`config.mk`:
```
export PLATFORM = sky130hd
export DESIGN_NAME = popcount_window_acc_flat
export DESIGN_NICKNAME = d
export VERILOG_FILES = /design/src/rtl/popcount_window_acc_if.sv /design/src/rtl/popcount_window_acc.sv /design/src/flat_wrapper.sv
export SDC_FILE = /design/constraint.sdc
export NUM_CORES = 1
export LEC_CHECK = 0
export ABC_AREA = 1
export CAP_MARGIN = 20
export CORE_ASPECT_RATIO = 0.6
export CORE_MARGIN = 4
export CORE_UTILIZATION = 43
export CTS_BUF_LIST = sky130_fd_sc_hd__clkbuf_4 sky130_fd_sc_hd__clkbuf_8
export CTS_CLUSTER_SIZE = 25
export DETAILED_ROUTE_END_ITERATION = 10
export PLACE_DENSITY = 0.69
export SYNTH_ARGS = -nofsm -noshare
export SYNTH_HDL_FRONTEND = slang
export SYNTH_SLANG_ARGS = --single-unit
export TNS_END_PERCENT = 1
```
`constraint.sdc`:
```
create_clock -name clk -period 1.55 [get_ports clk]
set_input_delay 0.155 -clock clk [delete_from_list [all_inputs] [get_ports clk]]
set_output_delay 0.155 -clock clk [all_outputs]
set_load 0.1 [all_outputs]
```
`src/rtl/popcount_window_acc_if.sv`:
```
// Count-in / window-result-out handshake bundle for popcount_window_acc.
// out_over exists only when THRESHOLD_EN is defined.
interface popcount_window_acc_if #(
    parameter int CNT_W  = 6,
    parameter int WINDOW = 16,
    parameter int ACC_W  = CNT_W + $clog2(WINDOW)
);
    logic                       in_valid;
    logic                       in_ready;
    logic [CNT_W-1:0]           in_count;
    logic                       in_last;
    logic                       out_valid;
    logic                       out_ready;
    logic [ACC_W-1:0]           out_sum;
    logic [$clog2(WINDOW):0]    out_samples;
`ifdef THRESHOLD_EN
    logic                       out_over;

    modport master (
        output in_valid, in_count, in_last, out_ready,
        input  in_ready, out_valid, out_sum, out_samples, out_over
    );
    modport slave (
        input  in_valid, in_count, in_last, out_ready,
        output in_ready, out_valid, out_sum, out_samples, out_over
    );
`else
    modport master (
        output in_valid, in_count, in_last, out_ready,
        input  in_ready, out_valid, out_sum, out_samples
    );
    modport slave (
        input  in_valid, in_count, in_last, out_ready,
        output in_ready, out_valid, out_sum, out_samples
    );
`endif
endinterface

```
`src/rtl/popcount_window_acc.sv`:
```
// Sums WINDOW popcounts (fewer when in_last closes early) into a held valid/ready result.
// Define THRESHOLD_EN to add a registered out_over = (sum >= THRESH).
module popcount_window_acc #(
    parameter int CNT_W  = 6,
    parameter int WINDOW = 16,
    parameter int ACC_W  = CNT_W + $clog2(WINDOW),
    parameter int THRESH = 256
) (
    input logic               clk,
    input logic               rst_n,
    popcount_window_acc_if.slave bus
);
    localparam int IDX_W = $clog2(WINDOW);
    localparam int SMP_W = IDX_W + 1;

    if (WINDOW < 2 || (WINDOW & (WINDOW - 1)) != 0) begin : g_bad_window
        $error("WINDOW must be a power of two >= 2");
    end

    typedef enum logic [1:0] {EMPTY, ACCUM, HOLD} state_t;

    state_t             state_q, state_d;
    logic [ACC_W-1:0]   acc_q;
    logic [IDX_W-1:0]   idx_q;
    logic [ACC_W-1:0]   sum_q;
    logic [SMP_W-1:0]   smp_q;
    logic               vld_q;
    logic [ACC_W-1:0]   tmp;
    logic               in_ready;
    logic               accept;
    logic               close;

    // Ready while held only if the result drains this cycle, so HOLD never bubbles.
    assign in_ready = (state_q != HOLD) | bus.out_ready;
    assign accept   = bus.in_valid & in_ready;
    assign tmp      = acc_q + ACC_W'(bus.in_count);
    assign close    = accept & ((idx_q == IDX_W'(WINDOW - 1)) | bus.in_last);

    always_ff @(posedge clk or negedge rst_n) begin
        if (!rst_n) state_q <= EMPTY;
        else        state_q <= state_d;
    end

    always_comb begin
        state_d = state_q;
        case (state_q)
            EMPTY, ACCUM: begin
                if (close)       state_d = HOLD;
                else if (accept) state_d = ACCUM;
            end
            HOLD: begin
                if (bus.out_ready) begin
                    if (close)       state_d = HOLD;
                    else if (accept) state_d = ACCUM;
                    else             state_d = EMPTY;
                end
            end
            default: state_d = EMPTY;
        endcase
    end

    always_ff @(posedge clk or negedge rst_n) begin
        if (!rst_n) begin
            acc_q <= '0;
            idx_q <= '0;
            sum_q <= '0;
            smp_q <= '0;
            vld_q <= 1'b0;
        end else begin
            if (close) begin
                acc_q <= '0;
                idx_q <= '0;
                sum_q <= tmp;
                smp_q <= {1'b0, idx_q} + SMP_W'(1);
            end else if (accept) begin
                acc_q <= tmp;
                idx_q <= idx_q + IDX_W'(1);
            end
            vld_q <= (state_d == HOLD);
        end
    end

`ifdef THRESHOLD_EN
    logic over_q;

    always_ff @(posedge clk or negedge rst_n) begin
        if (!rst_n)     over_q <= 1'b0;
        else if (close) over_q <= (32'(tmp) >= $unsigned(THRESH));
    end

    assign bus.out_over = over_q;
`endif

    assign bus.in_ready    = in_ready;
    assign bus.out_valid   = vld_q;
    assign bus.out_sum     = sum_q;
    assign bus.out_samples = smp_q;
endmodule

```
`src/flat_wrapper.sv`:
```
// flat-port wrapper written by rule: the top's interface ports become plain ports
module popcount_window_acc_flat 
#(
    parameter int CNT_W  = 6,
    parameter int WINDOW = 16,
    parameter int ACC_W  = CNT_W + $clog2(WINDOW),
    parameter int THRESH = 256
)
  (clk, rst_n, bus_in_valid, bus_in_count, bus_in_last, bus_out_ready, bus_in_ready, bus_out_valid, bus_out_sum, bus_out_samples);
  popcount_window_acc_if #(.CNT_W(CNT_W), .WINDOW(WINDOW), .ACC_W(ACC_W)) bus_i ();
  input logic clk;
  input logic rst_n;
  input wire logic [$bits(bus_i.in_valid)-1:0] bus_in_valid;
  input wire logic [$bits(bus_i.in_count)-1:0] bus_in_count;
  input wire logic [$bits(bus_i.in_last)-1:0] bus_in_last;
  input wire logic [$bits(bus_i.out_ready)-1:0] bus_out_ready;
  output wire logic [$bits(bus_i.in_ready)-1:0] bus_in_ready;
  output wire logic [$bits(bus_i.out_valid)-1:0] bus_out_valid;
  output wire logic [$bits(bus_i.out_sum)-1:0] bus_out_sum;
  output wire logic [$bits(bus_i.out_samples)-1:0] bus_out_samples;
  assign bus_i.in_valid = bus_in_valid;
  assign bus_i.in_count = bus_in_count;
  assign bus_i.in_last = bus_in_last;
  assign bus_i.out_ready = bus_out_ready;
  assign bus_in_ready = bus_i.in_ready;
  assign bus_out_valid = bus_i.out_valid;
  assign bus_out_sum = bus_i.out_sum;
  assign bus_out_samples = bus_i.out_samples;
  popcount_window_acc #(.CNT_W(CNT_W), .WINDOW(WINDOW), .ACC_W(ACC_W), .THRESH(THRESH)) u_core (.clk(clk), .rst_n(rst_n), .bus(bus_i));
endmodule
```
Word-level counts from Yosys, hierarchy flattened
Index checks and enable logic that the tools add are counted.
{"block": "word_totals", "in_bits": 11, "regBits": 32, "output_inout_bits": 17}
{"block": "op_classes", "n_bitwise": 4, "add_sub_neg": 3, "reduce_logical": 3, "n_mux": 10, "eq_ne": 5}
{"op": "$mux 10", "count": 2}
{"op": "$add 10x6->10", "count": 1}
{"op": "$mux 2", "count": 4}
{"op": "$mux 4", "count": 2}
{"op": "$add 4x1->5 const B", "count": 1}
{"op": "$add 4x1->4 const B", "count": 1}
{"op": "$eq 2x2->1 const B", "count": 2}
{"op": "$eq 4x4->1 const B", "count": 1}
{"op": "$pmux 2 s2", "count": 1}
{"op": "$and 1x1->1", "count": 2}
{"op": "$eq 2x1->1 const B", "count": 1}
{"op": "$logic_not 2->1", "count": 1}
{"op": "$ne 2x2->1 const B", "count": 1}
{"op": "$or 1x1->1", "count": 2}
{"op": "$reduce_bool 2->1", "count": 1}
{"op": "$reduce_or 2->1", "count": 1}
{"op": "$mux 1", "count": 1}

Logic depth before layout (Yosys ltp)
Gate-level depths: netlist of the first run.
{"block": "logic_depth", "depth_word": 8, "mapped_depth": 10, "depth_no_buf": 10}

Worst setup path after synthesis of the first run
No wires, ideal clock.
{"block": "synth_path", "path_type": "reg2reg", "start": "register u_core.state_q[0]", "end": "register u_core.smp_q[0], in the netlist u_core.bus.out_samples[0]", "setup_ns": 0.076, "stages_incl_launch_ff": 9, "n_path_buf": 1, "t_arrival_ns": 1.704, "slack_ns": -0.230, "cell_sequence": "dfrtp_1 > inv_1 > nand3_2 > nand2_4 > nor2_8 > inv_2 > buf_6 > nand2_1 > o21ai_1"}
{"block": "synth_via", "elab_chain_cells": 4}
{"element": "from (decl)", "line": "popcount_window_acc.sv:22", "source": "state_t state_q, state_d;"}
{"element": "from (signal assigned)", "line": "popcount_window_acc.sv:41", "source": "else state_q <= state_d;"}
{"element": "$ne 2x2->1", "line": "popcount_window_acc.sv:34", "source": "assign in_ready = (state_q != HOLD) | bus.out_ready;"}
{"element": "$or 1x1->1", "line": "popcount_window_acc.sv:34"}
{"element": "named net bus_in_ready", "line": "flat_wrapper.sv:17", "source": "output wire logic [$bits(bus_i.in_ready)-1:0] bus_in_ready;"}
{"element": "$and 1x1->1", "line": "popcount_window_acc.sv:35", "source": "assign accept = bus.in_valid & in_ready;"}
{"element": "$and 1x1->1", "line": "popcount_window_acc.sv:37", "source": "assign close = accept & ((idx_q == IDX_W'(WINDOW - 1)) | bus.in_last);"}
{"element": "to (signal assigned)", "line": "popcount_window_acc.sv:74", "source": "smp_q <= {1'b0, idx_q} + SMP_W'(1);"}
{"element": "to (decl)", "line": "popcount_window_acc.sv:26", "source": "logic [SMP_W-1:0] smp_q;"}
The timed path passes the listed nets, and every way through them passes these cells.
A chain may end at the register's enable or synchronous reset.

Worst setup path in the final report of the first run
{"block": "layout_path", "start": "register u_core.acc_q[0]", "end": "register u_core.acc_q[8]"}
{"block": "layout_via", "elab_chain_cells": 3}
{"element": "from (decl)", "line": "popcount_window_acc.sv:23", "source": "logic [ACC_W-1:0] acc_q;"}
{"element": "from (signal assigned)", "line": "popcount_window_acc.sv:76", "source": "acc_q <= tmp;"}
{"element": "$add 10x6->10", "line": "popcount_window_acc.sv:36", "source": "assign tmp = acc_q + ACC_W'(bus.in_count);"}
{"element": "$mux 10", "line": "popcount_window_acc.sv:75", "source": "end else if (accept) begin"}
{"element": "$mux 10", "line": "popcount_window_acc.sv:70", "source": "if (close) begin"}
Every way passes these cells. The select of a mux whose other input is x is not followed.

==> flow_summary.json, run 1 <==
{
  "ys_seq_area_share_pct": 48.27,
  "cts_buffer_depth": 2,
  "clock_sinks": 32,
  "timing.final.hold_violations": 0,
  "pre_cts_ws_ps": -507.0,
  "cts_setup_buffers": 0,
  "synthesis.area_sq_mm": 0.001659,
  "track_usage_pct": 17.42,
  "vias": 1449,
  "synth-simple-area-share_pct": 27.15,
  "synth_adder_area_share_pct": 6.486,
  "slowest_stage": "fa_2",
  "synth_compound_area_share_pct": 8.824,
  "mostFrequentLayoutCell": "nand2_1",
  "grt_pass1_wl_um": 6589,
  "synthMuxAreaShare_pct": 0,
  "setup_viol": 3,
  "p_leak_nw": 1.259,
  "finalCriticalPeriod_ps": 1569,
  "required_ps": 1730,
  "synth_cells": 196,
  "drt-initial-drc-count": 108,
  "synth-seq-cells": 32,
  "yosysTopAreaCellShare_pct": 48.27,
  "dieArea_sq_mm": 0.004949,
  "routabilityCongestion": 0.8757,
  "fin_ws_ps": -18.68,
  "tightest_slew_ps": 396.2,
  "worst_path_largest_cell_delay_ps": 370,
  "clkTransAtPathRegs_ps": 70,
  "htreeDepth": 2,
  "drive_gt1_share_pct": 25.00,
  "pwr_density_cell_mw_per_mm2": 1680,
  "antennaDiodeCount": 0,
  "insertion_delay_ps": 280,
  "drc": 0,
  "maxSlewViolCount": 0,
  "core_sq_mm": 0.003701,
  "drt_pass1_iterations": 4,
  "end_kind": "flip-flop",
  "reg2reg_slack_ps": -20,
  "viasPerCell": 4.912,
  "fmax_mhz": 637.5,
  "die_w_um": 88.19,
  "nFillCells": 307,
  "hold_path_class": "input port to async pin",
  "cts_tree": "yes",
  "area_growth_pct": 45.63,
  "cts_hold_buf": 0,
  "final_nets": 266,
  "avgSynthCellArea_sq_um": 8.465,
  "initial_utilization_pct": 44.83,
  "synth.area.top_cells": "dfrtp_1, nand2_1, ha_1, inv_1, nand3_1",
  "die_height_um": 56.12,
  "yosys_warnings": 0,
  "synthesis.nets": 215,
  "grt_max_degree": 33,
  "path_max_fanout": 3,
  "finalCritPeriodShare_pct": 101.2,
  "row_count": 17,
  "ff_latch_area_sq_um": 800.8,
  "wl_um": 3798,
  "final_util_pct": 65.28,
  "synth_top_family_by_area": "simple AND/OR/NAND/NOR gates",
  "layout_common_cells": "nand2_1, dfrtp_1, buf_4, inv_1, buf_12",
  "status": "finished, violations left",
  "antenna_found_initial": 0,
  "vdd_ir_drop_max_uv": 1227,
  "cts_made_buffers": 5,
  "cp.arrival_ps": 1750,
  "critical_path.cell_chain": "ha_1 > inv_1 > fa_2 > o21ai_4 > nand2_1 > nand2_1 > nand2_1 > nand3_1 > nand2_1",
  "dp_hpwl_um": 2844,
  "violations": "negative setup slack",
  "critPathLaunchType": "flip-flop",
  "synth_xor_area_share_pct": 2.640,
  "yosysUniqueCellTypes": 27,
  "postRouteAntennaNets": 0,
  "yosysTopAreaCell": "dfrtp_1",
  "io_buffer_count": 27,
  "grt_pass1_vias": 1404,
  "grt-ovfl-total": 0,
  "path_class": "flip-flop to flip-flop",
  "cp_common_cell": "nand2_1",
  "rsz0062_at_grt": "yes",
  "cap_violations": 0,
  "clock-root-buffer": "clkbuf_8",
  "multi_input_area_sq_um": 790.8,
  "fin_skew_ps": 3.628,
  "top_level_ports": 28,
  "slew_headroom_pct": 73.58,
  "drt-wirelength-per-cell_um": 12.87
}
[power by group]
group,total [mW],switching (mW),internal [mW]
registers,1.22,0.193,1.02
clock network,0.665,0.311,0.354
logic,2.18,1.36,0.821
[final cells by class]
| class | count | share of cell area (%) |
|---|---|---|
| clock inverter | 2 | 0.4143 |
| timing repair buffer | 47 | 24.44 |
| sequential | 32 | 33.14 |
| tap | 47 | 2.434 |
| multi-input combinational | 139 | 32.73 |
| clock buffer | 6 | 3.418 |
| inverter | 22 | 3.418 |
[synthesized netlist by cell type (all sizes together)]
cell type and count:
a21oi 6, a22o 2, a22oi 2, buf 3, dfrtp 32, fa 1
ha 7, inv 22, nand2 72, nand3 16, nand3b 2, nor2 8
nor3 1, o21ai 14, o21bai 1, o22ai 1, or2 1, xnor2 2
xor2 3
[worst paths after layout]
| check | startpoint | endpoint | cells after the start |
|---|---|---|---|
| max | u_core.acc_q[0]$_DFFE_PN0P_ | u_core.acc_q[8]$_DFFE_PN0P_ | 9 |
| min | rst_n | u_core.bus.out_valid$_DFF_PN0_ | 2 |
| max reg2reg | u_core.acc_q[0]$_DFFE_PN0P_ | u_core.acc_q[8]$_DFFE_PN0P_ | 9 |
| min reg2reg | u_core.acc_q[3]$_DFFE_PN0P_ | u_core.acc_q[3]$_DFFE_PN0P_ | 2 |
| max in group asynchronous | rst_n | u_core.acc_q[6]$_DFFE_PN0P_ | 2 |
| min in group clk | u_core.acc_q[3]$_DFFE_PN0P_ | u_core.acc_q[3]$_DFFE_PN0P_ | 2 |
[metal layers]
layer	GRT usage, %	routed length (um)	vias up
li1	-	-	726
met1	26.84	2009	669
met2	22.36	1474	47
met3	4.734	246	7
met4	7.112	68	0
met5	0	0	-
[sequential cells by signal, summed over array words and instances (netlist names)]
| signal | count |
|---|---|
| u_core.idx_q | 4 |
| u_core.bus.out_samples | 5 |
| u_core.bus.out_valid | 1 |
| u_core.state_q | 2 |
| u_core.acc_q | 10 |
| u_core.bus.out_sum | 10 |
[stage by stage]
step	hold slack, ps	cell area, sq um	TNS, ps	total power [mW]	instances
after floorplan	-140.6	1667	-19.67	2.481	196
after CTS	272.6	2395	-102.3	4.054	295
final	261.4	2416	-33.96	4.058	295
after global placement	468.7	2288	-4099	3.339	287
after detailed placement	480.8	2288	-4850	3.352	287
after global routing	314.3	2416	-1511	4.268	295
[cells by family after synthesis]
group | count (synthesis)
AND/OR/NAND/NOR | 100
flip-flops | 32
AO/OA/AOI/OAI | 26
XOR/XNOR | 5
buffers and inverters | 25
adder cells (fa/ha/maj) | 8
[worst max-delay path, delay by kind of cell (launching register included)]
family          cells  cell delay (ps)
simple gates        5              350
fa+ha+maj           2              530
flops               1              340
compound gates      1              180
buf+inv             1               60
[repair_timing]
| item | in CTS | in global routing |
|---|---|---|
| resized for setup | 3 | 5 |
| gates cloned | 0 | 0 |
| setup endpoints to repair | 7 | 16 |
| pin swaps | 1 | 0 |
Note: power is estimated with default switching activity, not from simulation.
==> run 2: changes to the inputs <==
Settings changed: TNS_END_PERCENT 1 to 50.
==> flow_summary.json, run 2 (synthesized netlist as in run 1, its figures left out) <==
{
  "status": "finished, violations left",
  "violations": "negative setup slack",
  "fmax_mhz": 643.1,
  "antennaDiodeCount": 0,
  "die_w_um": 88.19,
  "mostFrequentLayoutCell": "nand2_1",
  "slowest_stage": "dfrtp_1",
  "hold_ws_ps": 270.5,
  "place_area_sq_mm": 0.002267,
  "cts_hold_buf": 0,
  "dieArea_sq_mm": 0.004949,
  "use_met1_pct": 25.44,
  "slew_headroom_pct": 72.85,
  "drive_gt1_share_pct": 22.63,
  "timing.final.hold_violations": 0,
  "grt-ovfl-total": 0,
  "critical_path.cell_chain": "ha_1 > a21oi_1 > o21ai_4 > xnor2_1 > o21ai_0",
  "drt-wirelength-per-cell_um": 12.82,
  "io_buffer_count": 27,
  "vdd_ir_drop_max_uv": 1530,
  "drc": 0,
  "track_usage_pct": 16.55,
  "wl_um": 3719,
  "worst_path_largest_cell_delay_ps": 380,
  "dp_hpwl_um": 2719,
  "row_count": 17,
  "end_kind": "flip-flop",
  "vias": 1411,
  "layout.cells.non_filler": 290,
  "rsz0062_at_grt": "yes",
  "cp.arrival_ps": 1720,
  "cts_buffer_depth": 2,
  "drt-initial-drc-count": 84,
  "final_nets": 261,
  "dp_cells": 282,
  "die_height_um": 56.12,
  "setup_viol": 1,
  "insertion_delay_ps": 290,
  "cts_tree": "yes",
  "finalCriticalPeriod_ps": 1555,
  "grt_pass1_wl_um": 6285,
  "grt_pass1_vias": 1332,
  "antenna_found_initial": 0,
  "design_power_total_mw": 4.238,
  "fin_ws_ps": -4.938,
  "path_class": "flip-flop to flip-flop",
  "clkTransAtPathRegs_ps": 70,
  "grt_use_met3_pct": 5.178,
  "postRouteAntennaNets": 0,
  "cts_setup_buffers": 0,
  "hold_path_class": "input port to async pin",
  "critPathLaunchType": "flip-flop",
  "busiest_layer": "met1",
  "pwr_density_cell_mw_per_mm2": 1752,
  "area_growth_pct": 45.78,
  "layout_common_cells": "nand2_1, dfrtp_1, inv_1, buf_12, buf_4",
  "finalCritPeriodShare_pct": 100.3,
  "routabilityCongestion": 0.8376,
  "grt_max_degree": 33,
  "tightest_slew_ps": 407.2,
  "grtUsageMet2_pct": 21.41,
  "required_ps": 1710,
  "fin_skew_ps": 4.579,
  "core_sq_mm": 0.003701,
  "clock-root-buffer": "clkbuf_8",
  "design_area_sq_mm": 0.002419,
  "p_leak_nw": 1.253,
  "maxSlewViolCount": 0,
  "top_level_ports": 28,
  "viasPerCell": 4.866,
  "initial_utilization_pct": 44.83,
  "htreeDepth": 2,
  "drt_pass1_iterations": 4,
  "cap_violations": 0,
  "clock_sinks": 32,
  "cts_made_buffers": 5,
  "path_max_fanout": 4
}
==> run 2: final cells by class <==
class	count	area, sq um
timing repair buffer	42	565.5
fill	341	1282
multi-input combinational	139	784.5
inverter	22	82.58
clock inverter	1	30.03
sequential	32	800.8
clock buffer	7	96.34
tap	47	58.81
==> run 2: what timing repair did <==
action	CTS	global route
pin swaps	2	1
hold endpoints to repair	0	0
gates resized for setup	1	6
endpoints found under the setup margin	7	19
==> run 2: final timing paths <==
| kind | start | end | slack (ps) | depth (start not counted) |
|---|---|---|---|---|
| min in group clk | u_core.acc_q[3]$_DFFE_PN0P_ | u_core.acc_q[3]$_DFFE_PN0P_ | 490 | 2 |
| max in group asynchronous | rst_n | u_core.acc_q[3]$_DFFE_PN0P_ | 990 | 2 |
| worst min-delay path | rst_n | u_core.bus.out_sum[5]$_DFFE_PN0N_ | 270 | 2 |
| worst min register to register | u_core.acc_q[3]$_DFFE_PN0P_ | u_core.acc_q[3]$_DFFE_PN0P_ | 490 | 2 |
| worst max-delay path | u_core.acc_q[3]$_DFFE_PN0P_ | u_core.bus.out_sum[4]$_DFFE_PN0N_ | -5 | 5 |
| worst max register to register | u_core.acc_q[3]$_DFFE_PN0P_ | u_core.bus.out_sum[4]$_DFFE_PN0N_ | -5 | 5 |
==> run 2: metal layers <==
| layer | vias to the layer above | part of all wire [%] | wire (um) |
|---|---|---|---|
| met2 | 33 | 43 | 1591 |
| met3 | 5 | 6.1 | 226 |
| met1 | 654 | 50 | 1866 |
| met5 | - | 0 | 0 |
| li1 | 719 | - | - |
| met4 | 0 | 0.91 | 34 |
==> run 2: worst max-delay path, delay by kind of cell (launching register included) <==
family	cells	cell delay [ps]
XOR/XNOR	1	250
flip-flops	1	380
adder cells (fa/ha/maj)	1	330
AO/OA/AOI/OAI	3	470
==> run 2: stage by stage <==
stage	util, %	setup TNS [ps]	setup WS [ps]
2_1_floorplan	-	0	24.91
3_3_place_gp	61.26	-3835	-341.2
3_5_place_dp	61.26	-4020	-350.0
4_1_cts	64.74	-14.55	-11.46
5_1_grt	65.35	-1349	-133.2
6_report	65.35	-4.938	-4.938
==> run 2: power breakdown <==
part	switching, mW	internal (mW)	total (mW)	leakage, nW
Clock	0.325	0.567	0.892	0.0645
Sequential	0.195	1.02	1.22	0.420
Combinational	1.33	0.795	2.13	0.768
Total	1.85	2.39	4.24	1.25
